`src/rtl/metric_min_select.sv`:
```
// Streaming arg-min / arg-max selector: collects a group of up to N_CAND unsigned
// metrics and holds the winning metric, its position and the group size until taken.
module metric_min_select #(
  parameter int W      = 8,
  parameter int N_CAND = 4,
  parameter int MODE   = 0,
  localparam int IW    = (N_CAND <= 2) ? 1 : $clog2(N_CAND)
) (
  input  logic          clk,
  input  logic          rst_n,
  input  logic          in_valid,
  output logic          in_ready,
  input  logic [W-1:0]  in_metric,
  input  logic          in_last,
  output logic          out_valid,
  input  logic          out_ready,
  output logic [W-1:0]  out_metric,
  output logic [IW-1:0] out_idx,
  output logic [IW:0]   out_cnt
);

  typedef enum logic {ACC = 1'b0, HOLD = 1'b1} state_t;

  localparam logic          MAX_SEL  = (MODE == 1);
  localparam logic [IW:0]   LAST_CNT = (IW+1)'(N_CAND - 1);

  state_t        state_q;
  logic          in_ready_q;
  logic          out_valid_q;
  logic [W-1:0]  out_metric_q;
  logic [IW-1:0] out_idx_q;
  logic [IW:0]   out_cnt_q;
  logic [IW:0]   cnt_q;
  logic [W-1:0]  best_metric_q;
  logic [IW-1:0] best_idx_q;

  logic [W-1:0]  diff_d;
  logic          borrow_d;
  logic          take_d;
  logic          close_d;
  logic [W-1:0]  win_metric_d;
  logic [IW-1:0] win_idx_d;
  logic [IW:0]   cnt_inc_d;

  // Ripple-borrow subtract in_metric - best_metric; only the borrow-out orders the pair.
  always_comb begin
    logic brw;
    brw    = 1'b0;
    diff_d = '0;
    for (int i = 0; i < W; i++) begin
      diff_d[i] = in_metric[i] ^ best_metric_q[i] ^ brw;
      brw = (~in_metric[i] & best_metric_q[i]) |
            (~(in_metric[i] ^ best_metric_q[i]) & brw);
    end
    borrow_d = brw;
  end

  always_comb begin
    take_d       = (cnt_q == '0) ||
                   (MAX_SEL ? (!borrow_d && (|diff_d)) : borrow_d);
    close_d      = in_last || (cnt_q == LAST_CNT);
    win_metric_d = take_d ? in_metric : best_metric_q;
    win_idx_d    = take_d ? cnt_q[IW-1:0] : best_idx_q;
    cnt_inc_d    = cnt_q + 1'b1;
  end

  always_ff @(posedge clk) begin
    if (!rst_n) begin
      state_q       <= ACC;
      in_ready_q    <= 1'b1;
      out_valid_q   <= 1'b0;
      out_metric_q  <= '0;
      out_idx_q     <= '0;
      out_cnt_q     <= '0;
      cnt_q         <= '0;
      best_metric_q <= '0;
      best_idx_q    <= '0;
    end else begin
      case (state_q)
        ACC: begin
          if (in_valid) begin
            if (close_d) begin
              out_metric_q  <= win_metric_d;
              out_idx_q     <= win_idx_d;
              out_cnt_q     <= cnt_inc_d;
              out_valid_q   <= 1'b1;
              in_ready_q    <= 1'b0;
              state_q       <= HOLD;
              cnt_q         <= '0;
              best_metric_q <= '0;
              best_idx_q    <= '0;
            end else begin
              cnt_q         <= cnt_inc_d;
              best_metric_q <= win_metric_d;
              best_idx_q    <= win_idx_d;
            end
          end
        end
        HOLD: begin
          if (out_ready) begin
            out_valid_q <= 1'b0;
            in_ready_q  <= 1'b1;
            state_q     <= ACC;
            cnt_q       <= '0;
          end
        end
        default: begin
          state_q    <= ACC;
          in_ready_q <= 1'b1;
        end
      endcase
    end
  end

  assign in_ready   = in_ready_q;
  assign out_valid  = out_valid_q;
  assign out_metric = out_metric_q;
  assign out_idx    = out_idx_q;
  assign out_cnt    = out_cnt_q;

endmodule

```
`config.mk`:
```
export PLATFORM = sky130hd
export DESIGN_NAME = metric_min_select
export DESIGN_NICKNAME = d
export VERILOG_FILES = /design/src/rtl/metric_min_select.sv
export SDC_FILE = /design/constraint.sdc
export NUM_CORES = 1
export LEC_CHECK = 0
export CAP_MARGIN = 40
export CORE_UTILIZATION = 50
export CTS_CLUSTER_DIAMETER = 100
export DETAILED_ROUTE_END_ITERATION = 10
export GPL_TIMING_DRIVEN = 0
export PLACE_DENSITY = 0.82
export SYNTH_ARGS = -nofsm -noshare
export SYNTH_HDL_FRONTEND = slang
export SYNTH_SLANG_ARGS = --single-unit
```
`constraint.sdc`:
```
create_clock -name clk -period 3 [get_ports clk]
set_input_delay 0.3 -clock clk [delete_from_list [all_inputs] [get_ports clk]]
set_output_delay 0.3 -clock clk [all_outputs]
set_load 0.01 [all_outputs]
```
=== After elaboration in Yosys (flattened, before gate mapping) ===
Cells that the tools add are included.

* Logic and storage cells: 86
* Register bits: 29
* Output and inout port bits: 15
* Bits of input ports: 13

* Add/sub/neg operators: 1
* Eq/ne operators: 4
* Muxes and demuxes: 20
* Reductions and logical operators: 7
* Bitwise operators: 45

{| class="wikitable"
|+ Operator list
! operator !! number
|-
| 8-bit two-way mux || 2
|-
| 1-bit inverter || 16
|-
| 1-bit AND || 15
|-
| 1-bit two-way mux || 9
|-
| 3-bit two-way mux || 3
|-
| 1-bit bitwise OR || 7
|-
| 1-bit XOR || 7
|-
| 2-bit inequality test, second input constant || 3
|-
| 1-bit case mux with 2 select lines || 3
|-
| 3-bit case mux with 2 select lines || 1
|-
| 3-bit AND reduction || 2
|-
| 2-bit two-way mux || 2
|-
| 2-bit AND reduction || 2
|-
| 3-bit by 1-bit adder with 3-bit output, second input constant || 1
|-
| 3-bit by 2-bit equality test with 1-bit output, second input constant || 1
|-
| 3-bit zero test || 1
|-
| 1-bit logical OR || 2
|}

=== Logic depth before layout (Yosys ltp) ===
* Depth in word-level cells: 19
* Mapped depth: 8
* Gate-level depth less buffers: 7

=== Worst setup path after synthesis ===
No wires, ideal clock.

* Kind: input port to flip-flop
* Start point: input port in_metric[2]
* End point: register out_idx_q[0], in the netlist out_idx[0]
* Required time: 2868 ps
* Path slack: 1192 ps
* Cell stages on the path: 8
* Path buffers: 1
* Arrival time: 1676 ps
* Setup time: 132 ps
* Cell sequence: inv_1 ha_1 a21oi_2 a21oi_2 o41ai_4 buf_6 mux2i_1 a21oi_1

* Word-level cells in the longest chain between the ends: 16
* Elaborated cells on any way between the ends: 18
* Classes of those cells: 1 x mux; 16 x bitwise; 1 x reduce/logical

{| class="wikitable"
|+ Ends and longest elaborated chain
! element !! line !! RTL
|-
| start, declared || 13 || <nowiki>input logic [W-1:0] in_metric,</nowiki>
|-
| 1-bit XOR || 53 || <nowiki>(~(in_metric[i] ^ best_metric_q[i]) & brw);</nowiki>
|-
| 1-bit inverter || 53 ||
|-
| 1-bit AND || 53 ||
|-
| 1-bit bitwise OR * || 52 || <nowiki>brw = (~in_metric[i] & best_metric_q[i]) |</nowiki>
|-
| 1-bit AND * || 53 ||
|-
| 1-bit bitwise OR * || 52 ||
|-
| 1-bit AND * || 53 ||
|-
| 1-bit bitwise OR * || 52 ||
|-
| 1-bit AND * || 53 ||
|-
| 1-bit bitwise OR * || 52 ||
|-
| 1-bit AND * || 53 ||
|-
| 1-bit bitwise OR * || 52 ||
|-
| 1-bit AND * || 53 ||
|-
| 1-bit bitwise OR * || 52 ||
|-
| 1-bit logical OR * || 59 || <nowiki>take_d = (cnt_q == '0) ||</nowiki>
|-
| 2-bit two-way mux * || 63 || <nowiki>win_idx_d = take_d ? cnt_q[IW-1:0] : best_idx_q;</nowiki>
|-
| end signal, assigned || 84 || <nowiki>out_idx_q <= win_idx_d;</nowiki>
|-
| end, declared || 31 || <nowiki>logic [IW-1:0] out_idx_q;</nowiki>
|}

Every way passes the cells marked *; elsewhere a longest branch is shown, timed or not.
A chain may end at the register's enable or synchronous reset.

=== Worst setup path in the final report ===
* Start point: input port in_metric[2]
* End point: register out_metric_q[6], in the netlist out_metric[6]

* Word-level cells in the longest chain between the ends: 16
* Elaborated cells on any way between the ends: 18
* Classes of those cells: 1 x mux; 16 x bitwise; 1 x reduce/logical

{| class="wikitable"
|+ Ends and longest elaborated chain
! element !! line !! RTL
|-
| 1-bit XOR || 53 ||
|-
| 1-bit inverter || 53 ||
|-
| 1-bit AND || 53 ||
|-
| 1-bit bitwise OR * || 52 ||
|-
| 1-bit AND * || 53 ||
|-
| 1-bit bitwise OR * || 52 ||
|-
| 1-bit AND * || 53 ||
|-
| 1-bit bitwise OR * || 52 ||
|-
| 1-bit AND * || 53 ||
|-
| 1-bit bitwise OR * || 52 ||
|-
| 1-bit AND * || 53 ||
|-
| 1-bit bitwise OR * || 52 ||
|-
| 1-bit AND * || 53 ||
|-
| 1-bit bitwise OR * || 52 ||
|-
| 1-bit logical OR * || 59 ||
|-
| 8-bit two-way mux * || 62 || <nowiki>win_metric_d = take_d ? in_metric : best_metric_q;</nowiki>
|-
| end signal, assigned || 83 || <nowiki>out_metric_q <= win_metric_d;</nowiki>
|-
| end, declared || 30 || <nowiki>logic [W-1:0] out_metric_q;</nowiki>
|}

Marks and branches as above.

==> results by group <==
Power and ir drop
  – Static Leakage: around 0.7 nW
  – Max VDD drop: 0.000352 V
  – Pwr per Cell Area: between 400 and 500 nW/um2

Yosys
  – Number of synthesized flops with an enable pin: 0
  – Post-synthesis compound-gate area fraction: between 20% and 30%
  – Synth Flop Type: dfxtp_1
  – Mapped Cells: 143
  – Post-synthesis xor/xnor area fraction: 0%
  – Largest family of logic cells by synthesized area: compound AO/OA/AOI/OAI gates
  – Simple-Gate Fraction of Synth Area: 11.3%
  – Mapped cell area: 1380 um2
  – Synth Area in Adders: a little under a tenth
  – #FFs+latches synth: 29
  – Yosys warning total: 0
  – Post-synthesis mux area share: under 10%
  – Avg Cell Area, Syn: ~9.7 um2
  – FFs w/ async S/R, synth: 0%
  – Synth unique cells: 30
  – Share of the yosys chip area belonging to registers: between 40% and 50%
  – Synth Net Count: roughly 170

Global route
  – Vias in the first global route: 1083
  – Largest net degree at the start of global routing: 11
  – Initial antenna violation count: 0
  – Gr ovfl total: 0
  – Global Route Usage Sum: around a quarter
  – First-pass GRT wire length: a little under 5 mm

Routing
  – Post-route ant nets: 0
  – Router iterations before antenna repair: 4
  – Vias per cell: ~5.6
  – Vias: roughly 1200
  – Detailed-route DRC error count: 0
  – WL per Instance: ~15 um
  – Final wirelength: roughly 3.1 mm
  – Drt initial violations: 18

Cells and area
  – Area Overhead vs Synth: 26.2%
  – Layout Cells excl Fill: slightly above 200
  – Nets@finish: 200
  – Fillers: 209
  – ANT cells: 0
  – Share of cells above drive strength 1: under 10%
  – Finished Cell Area: 1750 um2

Setup path
  – End point of the critical path: out_metric[6]
  – RR Startpoint: cnt_q[0]
  – Critical path launch point type: primary input
  – Reg-to-reg endpoint: best_metric_q[2]
  – Crit-path cells: clkdlybuf4s50_1 -> inv_1 -> ha_1 -> a21oi_2 -> a21oi_2 -> o41ai_4 -> buf_6 -> mux2i_1 -> a21oi_1
  – Reg-to-reg slack, setup: 0.85 ns
  – Setup crit end kind: register
  – Slowest CP cell: clkdlybuf4s50_1
  – Worst Setup SP: in_metric[2]
  – Worst Reg2Reg Path Length in Cells: 8
  – WS Path Type: in2reg
  – WP data arrival: ~2.5 ns
  – Most frequent CP cell: a21oi_2
  – Crit-path max cell delay: about 0.50 ns
  – Crit-path max FO: 10
  – Worst EP required: around 3.2 ns

Clock tree
  – Cts hold-fix bufs: 0
  – CTS max path bufs: 2
  – CTS Buf Count: 5
  – CTS tree: done
  – Post-cts resize count: 0
  – Clock Sinks: 29
  – Clock Latency Late Sink: about 0.33 ns
  – Postcts setup bufs: 0
  – CTS H-tree depth: 2
  – Clk pin slew, worst setup/hold paths: ~0.09 ns
  – CTS root buf: clkbuf_4

STA
  – Final WS setup: approximately 0.74 ns
  – Tmin final: approximately 2.3 ns
  – Max Freq: 0.442 GHz
  – Slew @ Worst Pin: 0.491 ns
  – Clock skew: around 0.0077 ns
  – Final Setup Violations: 0
  – Final Hold Viols: 0
  – Hold WS: between 0.4 and 0.5 ns
  – Worst slew margin: 66.9%
  – RSZ-0062 raised after global routing: no
  – Max Slew Vio Count: 0
  – Final period util: between 70% and 80%
  – Setup TNS: 0 ns

Placed design
  – Post-DP HPWL: 2.25 mm
  – Dpl cell area: between 1500 and 2000 um2
  – PortBufs: 27
  – Routability Congestion: between 0.7 and 0.8
  – DP Cell Count: 200
  – Pre-CTS WS: ~0.39 ns

Floorplan
  – Num rows: 18
  – Die height: roughly 55 um
  – Placeable Area: between 2000 and 3000 um2
  – Die ar.: 2980 um2
  – Die W: around 55 um
  – Initial core utilization: a little over half
  – I/O pins: 28

Flow run
  – Max cap viols: 0

Status
  – Status: finished, final reports clean

Worst hold path
  – HP Class: reg2reg
-- stage by stage --
stage          util (%)  total power [W]
5_1_grt            68.6         0.000857
3_3_place_gp       66.4         0.000580
3_5_place_dp       66.4         0.000588
2_1_floorplan         -         0.000518
6_report           68.6         0.000824
4_1_cts            68.6         0.000828
-- cell usage in the layout (no fill, tap or decap), types with 8 or more instances in the layout --
master           instances
o21ai_0                 14
nand2_1                  8
a21oi_1                 14
inv_1                   10
ha_1                    10
clkdlybuf4s50_1         27
a22o_1                  11
mux2i_1                 10
dfxtp_1                 29
-- routing by layer --
| metal | wire, um | track usage, % |
|---|---|---|
| met5 | 0 | 0 |
| met4 | 46 | 8.97 |
| met3 | 171 | 7.78 |
| met2 | 1390 | 36.7 |
| met1 | 1480 | 30.1 |
-- logic make-up after synthesis --
kind of cell             count (synthesis)
AO/OA/AOI/OAI                           50
flip-flops                              29
AND/OR/NAND/NOR                         28
buffers and inverters                   16
multiplexers                            10
adder cells (fa/ha/maj)                 10
-- state kept, by name (all words and copies together) (netlist names) --
signal / count
out_valid: 1
best_idx_q: 2
cnt_q: 3
out_idx: 2
out_metric: 8
state_q: 1
best_metric_q: 8
in_ready: 1
out_cnt: 3
-- where the power goes --
part / leakage (nW) / total [W] / switching, W / internal [W]
clock: 0.0314 / 0.000244 / 0.000134 / 0.000110
combinational: 0.445 / 0.000160 / 0.0000780 / 0.0000823
sequential: 0.237 / 0.000420 / 0.0000142 / 0.000406
total: 0.713 / 0.000824 / 0.000226 / 0.000598
-- final cells by class --
cell class | instances | area (um2) | area share [%]
buffer | 6 | 37.5 | 2.15
sequential | 29 | 581 | 33.3
multi-input combinational | 98 | 727 | 41.6
clock buffer | 7 | 55.1 | 3.15
timing repair buffer | 27 | 270 | 15.5
inverter | 10 | 37.5 | 2.15
tap | 30 | 37.5 | 2.15
-- worst min-delay path by stage --
stage                             from                to  slack (ns)  depth (start not counted)
final                       out_cnt[1]        out_cnt[1]        0.47                          2
after global routing        out_cnt[1]        out_cnt[1]        0.51                          2
after CTS                   out_cnt[1]        out_cnt[1]        0.48                          2
after detailed placement    out_cnt[1]        out_cnt[1]        0.47                          2
after global placement       out_valid         out_valid        0.45                          2
after floorplan           in_metric[0]  best_metric_q[0]        0.43                          1
-- Yosys cell counts (4+ instances only) --
cell | n | area [um2]
mux2i_1 | 10 | 100
a22o_1 | 11 | 96.3
nand2_1 | 8 | 30.0
clkbuf_1 | 4 | 15.0
o21ai_0 | 14 | 70.1
nor2b_1 | 5 | 31.3
a21oi_1 | 14 | 70.1
ha_1 | 10 | 125
dfxtp_1 | 29 | 581
inv_1 | 10 | 37.5
-- worst max-delay path: cells and delay by family --
kind | cells | cell delay, ns
AO/OA/AOI/OAI | 4 | 0.76
buffers and inverters | 3 | 0.78
adder cells (fa/ha/maj) | 1 | 0.32
multiplexers | 1 | 0.30
No activity file was read; power rests on OpenSTA's default activity.
